## config.mk

```make
export PLATFORM = sky130hd
export DESIGN_NAME = branch_update_issuer
export DESIGN_NICKNAME = d
export VERILOG_FILES = /design/src/rtl/branch_update_issuer.sv
export SDC_FILE = /design/constraint.sdc
export NUM_CORES = 1
export LEC_CHECK = 0
export CORE_UTILIZATION = 45
export CTS_CLUSTER_SIZE = 30
export DETAILED_ROUTE_END_ITERATION = 6
export GPL_ROUTABILITY_DRIVEN = 0
export PLACE_DENSITY = 0.82
export SLEW_MARGIN = 15
export SYNTH_ARGS = -nofsm -noshare
export SYNTH_HDL_FRONTEND = slang
export SYNTH_SLANG_ARGS = --single-unit
export TNS_END_PERCENT = 100
```

## constraint.sdc

```tcl
create_clock -name clk -period 3.09 [get_ports clk]
set_input_delay 0.4635 -clock clk [delete_from_list [all_inputs] [get_ports clk]]
set_output_delay 0.4635 -clock clk [all_outputs]
set_load 0.01 [all_outputs]
```

## src/rtl/branch_update_issuer.sv

```systemverilog
// Branch update issuer: matches fetch predictions against execute
// resolutions. Optional stat counters via BRANCH_UPDATE_STATS_EN.
package branch_update_pkg;
  typedef struct packed {
    logic        valid;
    logic [31:0] pc;
    logic        is_br;
    logic        taken;
  } update_prediction_t;
endpackage

module branch_update_issuer
  import branch_update_pkg::*;
#(
  parameter int QUEUE_DEPTH = 4
) (
  input  logic               clk,
  input  logic               rst_n,
  input  logic               fetch_valid,
  input  logic [31:0]        fetch_pc,
  input  logic               fetch_pred_taken,
  output logic               fetch_ready,
  input  logic               exe_valid,
  input  logic [31:0]        exe_pc,
  input  logic               exe_is_br,
  input  logic               exe_taken,
  input  logic [31:0]        exe_target,
  output logic               exe_ready,
  output update_prediction_t updateio,
  output logic               flush,
  output logic [31:0]        flush_pc
`ifdef BRANCH_UPDATE_STATS_EN
  ,
  output logic [31:0]        stat_branches,
  output logic [31:0]        stat_mispred
`endif
);

  localparam int AW = $clog2(QUEUE_DEPTH);
  localparam logic [AW:0] PTR_ONE = {{AW{1'b0}}, 1'b1};

  typedef enum logic {RUN, FLUSH} state_t;

  state_t state;
  state_t state_nxt;

  logic [32:0] mem [QUEUE_DEPTH];
  logic [AW:0] wptr;
  logic [AW:0] rptr;

  logic        full;
  logic        empty;
  logic        push;
  logic        pop;
  logic        mismatch;
  logic [31:0] head_pc;
  logic        head_taken;

  assign full  = (wptr[AW-1:0] == rptr[AW-1:0]) &&
                 (wptr[AW] != rptr[AW]);
  assign empty = (wptr == rptr);
  assign push  = fetch_valid && fetch_ready;
  assign pop   = exe_valid && exe_ready;

  assign head_pc    = mem[rptr[AW-1:0]][32:1];
  assign head_taken = mem[rptr[AW-1:0]][0];

  assign mismatch = (head_pc != exe_pc) ||
                    (exe_is_br && (exe_taken != head_taken)) ||
                    (!exe_is_br && head_taken);

  // State register
  always_ff @(posedge clk or negedge rst_n) begin
    if (!rst_n) state <= RUN;
    else        state <= state_nxt;
  end

  // Next state: a bad pop redirects for exactly one cycle
  always_comb begin
    state_nxt = state;
    unique case (state)
      RUN:     if (pop && mismatch) state_nxt = FLUSH;
      FLUSH:   state_nxt = RUN;
      default: state_nxt = RUN;
    endcase
  end

  // Handshake and flush outputs decoded from state
  always_comb begin
    fetch_ready = 1'b0;
    exe_ready   = 1'b0;
    flush       = 1'b0;
    unique case (state)
      RUN: begin
        fetch_ready = !full;
        exe_ready   = !empty;
      end
      FLUSH:   flush = 1'b1;
      default: flush = 1'b0;
    endcase
  end

  // Record storage, no reset needed
  always_ff @(posedge clk) begin
    if (push) mem[wptr[AW-1:0]] <= {fetch_pc, fetch_pred_taken};
  end

  // Pointers; a redirect drops every record, including one pushed now
  always_ff @(posedge clk or negedge rst_n) begin
    if (!rst_n) begin
      wptr <= '0;
      rptr <= '0;
    end else if (pop && mismatch) begin
      wptr <= '0;
      rptr <= '0;
    end else begin
      if (push) wptr <= wptr + PTR_ONE;
      if (pop)  rptr <= rptr + PTR_ONE;
    end
  end

  // Predictor update one cycle after each pop; fields hold otherwise
  always_ff @(posedge clk or negedge rst_n) begin
    if (!rst_n) begin
      updateio <= '0;
    end else begin
      updateio.valid <= pop;
      if (pop) begin
        updateio.pc    <= exe_pc;
        updateio.is_br <= exe_is_br;
        updateio.taken <= exe_is_br && exe_taken;
      end
    end
  end

  // Capture redirect target at the mismatching pop
  always_ff @(posedge clk or negedge rst_n) begin
    if (!rst_n) begin
      flush_pc <= '0;
    end else if (pop && mismatch) begin
      flush_pc <= (exe_is_br && exe_taken) ? exe_target
                                           : exe_pc + 32'd4;
    end
  end

`ifdef BRANCH_UPDATE_STATS_EN
  // Saturating branch and mispredict counters
  always_ff @(posedge clk or negedge rst_n) begin
    if (!rst_n) begin
      stat_branches <= '0;
      stat_mispred  <= '0;
    end else begin
      if (pop && exe_is_br && (stat_branches != '1))
        stat_branches <= stat_branches + 32'd1;
      if (pop && mismatch && (stat_mispred != '1))
        stat_mispred <= stat_mispred + 32'd1;
    end
  end
`endif

endmodule
```

==> results of run 1 <==
-- placed cells by master (no fill, tap or decap), drive strengths merged, types with 6 or more instances in the layout --
cell type / n
mux4: 33
xor2: 10
o21ai: 6
nand2: 108
nand3: 11
edfxtp: 132
mux2: 35
nor2: 40
xnor2: 56
nor3: 8
dfrtp: 74
buf: 42
ha: 6
clkbuf: 29
nor4: 6
clkdlybuf4s50: 171
inv: 7
nand4: 17
a21oi: 29
-- final cells by class --
cell class	instances	area, sq um	share of cell area [%]
clock buffer	29	608	5.00
multi-input combinational	384	3050	25.1
tap	265	332	2.72
timing repair buffer	213	2140	17.6
antenna	3	7.51	0.0617
clock inverter	11	191	1.57
inverter	7	26.3	0.216
sequential	206	5820	47.8
-- state kept, by name, summed over array words and instances, names as in the netlist --
name / count
updateio: 35
flush_pc: 32
rptr: 3
wptr: 3
state: 1
mem: 132
-- per-layer routing --
metal / wire length, microns / vias to the layer above / track usage, %
met5: 25 / - / 0
met3: 1820 / 42 / 5.90
met1: 9380 / 2923 / 29.1
met4: 551 / 4 / 6.72
li1: - / 2704 / -
met2: 10800 / 205 / 37.1
-- cells by family (layout without fill, tap and decap cells) --
family	after synthesis	in the layout	synth area share (%)
xor+xnor	66	66	6.46
other cells	0	3	0
buf+inv	43	260	2.26
fa+ha+maj	6	6	0.828
simple gates	203	203	10.1
compound gates	41	41	2.54
mux	68	68	13.6
flops	206	206	64.2
-- worst reg2reg max path: cells and delay by family, from the launching register on --
family | cells | cell delay [ns]
XOR/XNOR | 1 | 0.17
buffers and inverters | 3 | 0.62
AO/OA/AOI/OAI | 1 | 0.20
multiplexers | 2 | 0.86
AND/OR/NAND/NOR | 2 | 0.39
flip-flops | 1 | 0.44
-- how the worst max path moves through the flow --
stage	from	endpoint	slack (ns)
floorplan	rptr[1]	mem[3][0]	0.35
global placement	exe_pc[4]	flush_pc[22]	0.06
detailed placement	exe_pc[4]	flush_pc[22]	0.05
CTS	rptr[0]	flush_pc[21]	0.23
global route	rptr[0]	flush_pc[21]	0.13
finish	rptr[0]	fetch_ready	0.29
-- metrics by stage --
| step | setup WS [ns] | total power [uW] | std cells | utilization (%) |
|---|---|---|---|---|
| global route | 0.130 | 10400 | 1115 | 62.1 |
| CTS | 0.234 | 10000 | 1115 | 62.1 |
| finish | 0.285 | 9960 | 1118 | 62.1 |
| detailed placement | 0.0517 | 7160 | 1075 | 58.0 |
| global placement | 0.0608 | 7070 | 1075 | 58.0 |
| floorplan | 0.348 | 5550 | 633 | - |
-- power by group --
part           leakage (uW)  total [uW]  internal, uW  switching [uW]
sequential          0.00210        4050          3710             341
clock              0.000380        2850          1810            1040
combinational       0.00201        3060          1690            1360
==> results.sh, run 1 <==
export IMPL_synth_ff_type="edfxtp_1"
export IMPL_firstDrtPassIters=4
export IMPL_die_area_sq_um=20700
export IMPL_status="completed"
export IMPL_drt_vias_per_instance=5.26
export IMPL_r2r_start="rptr[0]"
export IMPL_regToRegSetupSlack_ns=0.29
export IMPL_syn_to_final_growth_pct=34.3
export IMPL_drt_iter0_markers=344
export IMPL_cts_buffers_inserted=22
export IMPL_cpMaxStageDelayCell="clkdlybuf4s50_1"
export IMPL_antenna_left=0
export IMPL_crit_fanout=16
export IMPL_crit_path_max_incr_delay_ns=0.64
export IMPL_hold_buffers=0
export IMPL_synth_area_leaders="edfxtp_1 44%, dfrtp_1 20%, mux4_2 8.2%, xnor2_1 5.3%, nand2_1 4.5%"
export IMPL_drv_cap=0
export IMPL_antenna_found_initial=5
export IMPL_worstSetupPathDepth=4
export IMPL_fp_row_count=51
export IMPL_cp_end_kind="output pin"
export IMPL_synthCells=633
export IMPL_synth_common_cells="132 x edfxtp_1, 108 x nand2_1, 74 x dfrtp_1"
export IMPL_track_usage_pct=22.5
export IMPL_synthArstFlopShare_pct=35.9
export IMPL_ys_seq_area_share_pct=64.2
export IMPL_synth_most_common_cell="edfxtp_1"
export IMPL_r2r_cells=9
export IMPL_fin_area_sq_um=12200
export IMPL_setup_viol=0
export IMPL_syn_area_sq_um=9060
export IMPL_crit_path_start_kind="flop"
export IMPL_start_util_pct=46.3
export IMPL_path_buf_inv=2
export IMPL_clk_pin_slew_ns=0.07
export IMPL_report_final_slew_viol_count=0
export IMPL_finalNetCount=943
export IMPL_synth_nets=742
export IMPL_cts_setup_buffers=0
export IMPL_grt_pass1_vias=5967
export IMPL_power_leakage_uw=0.00449
export IMPL_period_needed_ns=2.80
export IMPL_postSynthAreaPerCell_sq_um=14.3
export IMPL_drive_above_1_share_pct=18.1
export IMPL_clk_path_buf_depth=3
export IMPL_cp_arrival_ns=2.34
export IMPL_io_pins=173
export IMPL_path_cells="buf_12 > xnor2_1 > a31oi_1 > clkdlybuf4s50_1"
export IMPL_period_share_pct=90.8
export IMPL_grt_setup_unrepaired="false"
export IMPL_grt_pass1_wl_mm=34.4
export IMPL_drc=0
export IMPL_synth_top_cell_by_area="edfxtp_1"
export IMPL_ys_types=35
export IMPL_synth_top_area_share_pct=43.7
export IMPL_cp_required_ns=2.63
export IMPL_root_buffer="clkbuf_16"
export IMPL_clock_sinks=206
export IMPL_synth_edf_count=132
export IMPL_totalWireLength_mm=22.6
export IMPL_tns_ns=0
export IMPL_synth_warnings=0
export IMPL_hold_viol=0
export IMPL_worstMarginPinSlew_ns=0.931
export IMPL_r2r_end="flush_pc[21]"
export IMPL_hp_class="in2async"
export IMPL_clkLatencyLatePin_ns=0.50
export IMPL_p_per_area_nw_per_um2=818
export IMPL_hold_ws_ns=0.107
export IMPL_fmax_ghz=0.357
export IMPL_crit_family="buffers and inverters"
export IMPL_vias=5878
export IMPL_cts_max_level=1
export IMPL_clock_skew_ns=0.0160
export IMPL_grt_ovfl_total=0
export IMPL_path_class="reg2out"
export IMPL_grt_max_degree=75
export IMPL_die_h_microns=144
export IMPL_relSlewSlack_pct=37.9
export IMPL_cts_tree="built"
export IMPL_vdd_ir_drop_max_mv=0.419
export IMPL_ys_seq_elements=206
export IMPL_design_core_area_sq_um=19600
export IMPL_dpl_hpwl_mm=15.9
export IMPL_wire_per_inst_microns=20.2
export IMPL_io_buffers=172
export IMPL_num_fill_cells=1428
export IMPL_die_x_microns=144
export IMPL_post_cts_resized=0
export IMPL_placed_area_sq_um=11400
No activity file was read; power rests on OpenSTA's default activity.
==> run 2: changes to the inputs <==
- CORE_MARGIN: default -> 8
- CORE_UTILIZATION: 45 -> 25
- PLACE_DENSITY: 0.82 -> 0.55
==> run 2 against run 1 <==
Against the previous run:
- final cell count increased by 18%
- routed wire length increased by 22%
- fmax decreased by 0.76%
- sequential share of layout area decreased by 0.84 points
- sequential cell count unchanged
- sequential power about the same
- design area increased by 1.8%
- global-route usage decreased by 9.7 points
- first-iteration DRC count increased by 7.0%
==> results.sh, run 2 (same netlist as run 1, synthesis figures left out) <==
export IMPL_status="completed"
export IMPL_grt_ovfl_total=0
export IMPL_layout_commonest_cell="clkdlybuf4s50_1"
export IMPL_p_clk_share_pct=26.6
export IMPL_r2r_end="flush_pc[25]"
export IMPL_power_leakage_uw=0.00449
export IMPL_drive_above_1_share_pct=18.5
export IMPL_wire_per_inst_microns=20.9
export IMPL_vias=5811
export IMPL_period_needed_ns=2.83
export IMPL_worstMarginPinSlew_ns=1.01
export IMPL_root_buffer="clkbuf_16"
export IMPL_num_fill_cells=3480
export IMPL_period_share_pct=91.5
export IMPL_path_class="reg2reg"
export IMPL_cts_setup_buffers=0
export IMPL_clk_pin_slew_ns=0.06
export IMPL_seq_area_sq_um=5820
export IMPL_syn_to_final_growth_pct=36.7
export IMPL_finish_utilization_pct=34.7
export IMPL_p_switching_uw=2850
export IMPL_cpMaxStageDelayCell="mux4_2"
export IMPL_cts_tree="built"
export IMPL_multi_input_area_sq_um=3050
export IMPL_io_buffers=172
export IMPL_p_per_area_nw_per_um2=789
export IMPL_cts_buffers_inserted=23
export IMPL_regToRegSetupSlack_ns=0.26
export IMPL_firstDrtPassIters=4
export IMPL_cts_max_level=1
export IMPL_crit_path_start_kind="flop"
export IMPL_cp_arrival_ns=3.21
export IMPL_drt_iter0_markers=368
export IMPL_switching_share_pct=29.1
export IMPL_dpl_hpwl_mm=20.2
export IMPL_fmax_ghz=0.354
export IMPL_totalWireLength_mm=27.6
export IMPL_layout_common_cells="171 x clkdlybuf4s50_1, 132 x edfxtp_1, 106 x nand2_1"
export IMPL_clk_path_buf_depth=3
export IMPL_internal_power_uw=6920
export IMPL_r2r_start="rptr[0]"
export IMPL_grt_pass1_vias=6085
export IMPL_power_uw=9770
export IMPL_die_x_microns=206
export IMPL_clock_skew_ns=0.0144
export IMPL_report_final_slew_viol_count=0
export IMPL_cp_required_ns=3.48
export IMPL_clock_sinks=206
export IMPL_grt_max_degree=75
export IMPL_die_area_sq_um=42600
export IMPL_crit_path_max_incr_delay_ns=0.52
export IMPL_antenna_found_initial=11
export IMPL_vdd_ir_drop_max_mv=0.379
export IMPL_antenna_left=0
export IMPL_grt_setup_unrepaired="false"
export IMPL_drv_cap=0
export IMPL_fp_row_count=69
export IMPL_crit_fanout=26
export IMPL_drt_vias_per_instance=4.40
export IMPL_hold_viol=0
export IMPL_finalNetCount=954
export IMPL_seqPwrFrac_pct=41.4
export IMPL_design_core_area_sq_um=35700
export IMPL_grt_pass1_wl_mm=40.4
export IMPL_path_cells="buf_12 > buf_4 > mux4_2 > xnor2_1 > nand4_1 > nor4_4 > buf_4 > a31oi_4 > buf_12 > mux2_4"
export IMPL_tns_ns=0
export IMPL_post_cts_resized=0
export IMPL_start_util_pct=25.4
export IMPL_comb_power_share_pct=32.0
export IMPL_hold_buffers=0
export IMPL_r2r_cells=10
export IMPL_largest_reg_flops=132
export IMPL_hp_class="in2async"
export IMPL_setup_viol=0
export IMPL_io_pins=173
export IMPL_clkLatencyLatePin_ns=0.51
export IMPL_relSlewSlack_pct=32.7
export IMPL_die_h_microns=206
export IMPL_cp_end_kind="flop"
export IMPL_track_usage_pct=12.8
export IMPL_drc=0
-- run 2: power groups by stage --
stage                     combinational [uW]  clock [uW]  sequential, uW
after floorplan                         1310           0            4240
after global placement                  3170           0            4080
after detailed placement                3200           0            4100
after CTS                               3210        2680            4050
after global routing                    3380        2790            4130
final                                   3130        2600            4040
-- run 2: per-layer routing --
metal  global-route usage [%]  part of all wire (%)  vias up
met2                     19.9                    45      152
met4                     2.83                   1.6       18
met5                        0                  0.42        -
met3                     4.80                   9.5       50
met1                     16.7                    43     2866
li1                         -                     -     2725
-- run 2: worst max-delay path, delay by kind of cell (launching register included) --
family          cells  cell delay (ns)
simple gates        2             0.41
xor+xnor            1             0.15
flops               1             0.42
buf+inv             4             0.74
mux                 2             0.84
compound gates      1             0.11
-- run 2: layout make-up --
cell class	count	area share (%)
tap	461	4.66
inverter	7	0.212
clock buffer	26	4.74
timing repair buffer	223	17.9
multi-input combinational	384	24.6
antenna	1	0.0202
clock inverter	13	0.929
sequential	206	47.0
-- run 2: worst max path at each step --
stage	depth (start not counted)	endpoint	from
3_3_place_gp	9	flush_pc[24]	exe_pc[2]
2_1_floorplan	5	mem[3][0]	rptr[1]
3_5_place_dp	9	flush_pc[26]	exe_pc[2]
5_1_grt	10	flush_pc[20]	rptr[0]
6_report	10	flush_pc[25]	rptr[0]
4_1_cts	9	flush_pc[25]	rptr[0]
-- run 2: metrics by stage --
step                cells  setup WS, ns  hold slack [ns]  instance area, sq um
detailed placement   1281        0.0619            0.461                 11700
floorplan             633         0.348            0.168                  9060
global placement     1281        0.0826            0.457                 11700
global route         1321         0.103            0.206                 12400
finish               1321         0.264            0.122                 12400
CTS                  1320         0.184            0.164                 12400
==> run 3: changes to the inputs <==
--- a/config.mk
+++ b/config.mk
@@ -12,4 +12,5 @@
 export GPL_ROUTABILITY_DRIVEN = 0
 export PLACE_DENSITY = 0.55
+export REMOVE_ABC_BUFFERS = 1
 export SLEW_MARGIN = 15
 export SYNTH_ARGS = -nofsm -noshare
==> constraint.sdc (replaced) <==
create_clock -name clk -period 3.09 [get_ports clk]
set_input_delay 0.4635 -clock clk [delete_from_list [all_inputs] [get_ports clk]]
set_output_delay 0.4635 -clock clk [all_outputs]
set_load 0.1 [all_outputs]
==> run 3 against run 2 <==
Against the previous run:
- sequential power about the same
- clock-buffer cell count increased by 4
- sequential cell count unchanged
- sequential share of layout area decreased by 0.30 points
- hold slack improved by 0.35 ns
- routed wire length decreased by 2.9%
- largest power group is now combinational cells
- fmax decreased by 2.1%
- combinational power increased by 96%
- critical path type unchanged
- die area unchanged
- first-iteration DRC count decreased by 22%
- design area increased by 0.64%
- clock power increased by 28%
==> results.sh, run 3 (same netlist as run 1, synthesis figures left out) <==
export IMPL_layout_common_cells="132 x edfxtp_1, 117 x buf_4, 106 x nand2_1"
export IMPL_fmax_ghz=0.346
export IMPL_clk_pin_slew_ns=0.06
export IMPL_hold_ws_ns=0.472
export IMPL_hp_class="in2async"
export IMPL_p_per_area_nw_per_um2=1080
export IMPL_cp_arrival_ns=3.29
export IMPL_grt_pass1_vias=5990
export IMPL_clkLatencyLatePin_ns=0.52
export IMPL_grt_setup_unrepaired="false"
export IMPL_setup_viol=0
export IMPL_io_buffers=172
export IMPL_placed_area_sq_um=11500
export IMPL_grt_pass1_wl_mm=39.3
export IMPL_finish_utilization_pct=35.0
export IMPL_design_core_area_sq_um=35700
export IMPL_cts_max_level=1
export IMPL_clock_skew_ns=0.0108
export IMPL_die_h_microns=206
export IMPL_fp_row_count=69
export IMPL_wire_per_inst_microns=20.1
export IMPL_fin_area_sq_um=12500
export IMPL_start_util_pct=25.4
export IMPL_drt_vias_per_instance=4.33
export IMPL_dr_wl_met2_mm=12.4
export IMPL_largest_reg_flops=132
export IMPL_root_buffer="clkbuf_16"
export IMPL_firstDrtPassIters=4
export IMPL_drv_cap=0
export IMPL_clock_sinks=206
export IMPL_vdd_ir_drop_max_mv=0.330
export IMPL_cts_tree="built"
export IMPL_period_needed_ns=2.89
export IMPL_hold_viol=0
export IMPL_relSlewSlack_pct=62.0
export IMPL_highest_layer="met5"
export IMPL_dpl_hpwl_mm=19.7
export IMPL_path_class="reg2reg"
export IMPL_die_x_microns=206
export IMPL_status="completed"
export IMPL_power_leakage_uw=0.00470
export IMPL_totalWireLength_mm=26.8
export IMPL_finalWorstSetupSlack_ns=0.202
export IMPL_worstMarginPinSlew_ns=0.569
export IMPL_drt_iter0_markers=288
export IMPL_grt_ovfl_total=0
export IMPL_drive_above_1_share_pct=27.6
export IMPL_report_final_slew_viol_count=0
export IMPL_dp_slack_ns=0.00918
export IMPL_clk_path_buf_depth=3
export IMPL_track_usage_pct=12.3
export IMPL_io_pins=173
export IMPL_post_cts_resized=0
export IMPL_cp_end_kind="flop"
export IMPL_drc=0
export IMPL_finalNetCount=959
export IMPL_vias=5763
export IMPL_die_area_sq_um=42600
export IMPL_layout_commonest_cell="edfxtp_1"
export IMPL_power_uw=13500
export IMPL_cts_buffers_inserted=24
export IMPL_wl_met1_mm=11.6
export IMPL_antenna_found_initial=10
export IMPL_period_share_pct=93.5
export IMPL_cp_required_ns=3.49
export IMPL_crit_path_start_kind="flop"
export IMPL_syn_to_final_growth_pct=37.5
export IMPL_num_fill_cells=3458
export IMPL_wl_met3_mm=2.04
export IMPL_grt_max_degree=63
export IMPL_crit_fanout=36
export IMPL_antenna_left=0
## run 3: changes by cell type in the layout (fill, tap and decap cells not counted), sizes merged
cell	delta
buf	+73
clkdlybuf4s50	-70
bufinv	+6
dlygate4sd3	+1
clkinvlp	-1
clkbuf	+4
clkinv	-4
## run 3: final cells by class
cell class | count | area [sq um] | share of cell area [%]
sequential | 206 | 5820 | 46.7
multi-input combinational | 384 | 3050 | 24.5
timing repair buffer | 227 | 2060 | 16.5
clock buffer | 30 | 664 | 5.33
tap | 461 | 577 | 4.63
clock inverter | 14 | 272 | 2.18
inverter | 7 | 26.3 | 0.211
antenna | 1 | 2.50 | 0.0201
## run 3: final timing paths
check | startpoint | to | slack, ns | cells past startpoint
setup reg to reg | rptr[0] | flush_pc[29] | 0.20 | 8
hold / removal | rst_n | updateio[1] | 0.47 | 2
min in group clk | updateio[2] | updateio[2] | 0.48 | 2
max in group asynchronous | rst_n | updateio[32] | 1.89 | 3
setup / recovery | rptr[0] | flush_pc[29] | 0.20 | 8
hold reg to reg | updateio[2] | updateio[2] | 0.48 | 2
## run 3: metrics by stage
stage / instances / TNS (ns)
6_report: 1330 / 0
3_3_place_gp: 1284 / 0
2_1_floorplan: 597 / -441.77
3_5_place_dp: 1284 / 0
5_1_grt: 1330 / 0
4_1_cts: 1329 / 0
## run 3: where the power goes
part / total, uW / leakage, uW / internal [uW] / switching, uW
Sequential: 4050 / 0.00210 / 3710 / 334
Combinational: 6150 / 0.00215 / 1550 / 4600
Clock: 3330 / 0.000448 / 2180 / 1140
Total: 13500 / 0.00470 / 7450 / 6080
## run 3: critical path, stage by stage, from the launching register on
cell	delay (ns)
dfrtp_2	0.40
buf_12	0.19
mux4_2	0.57
xnor2_1	0.27
nand4_2	0.16
nor4_4	0.45
a31oi_4	0.14
buf_12	0.22
mux2_4	0.33
## run 3: layer usage
layer	vias up	global-route usage, %
li1	2727	-
met1	2808	15.6
met2	151	19.9
met3	59	4.01
met4	18	3.44
met5	-	0
## run 3: repair_timing
item                                    4_1_cts  5_1_grt
endpoints found under the setup margin        0        0
endpoints found under the hold margin        35        0
hold buffers                                  1        0
buffers inserted                              0        0
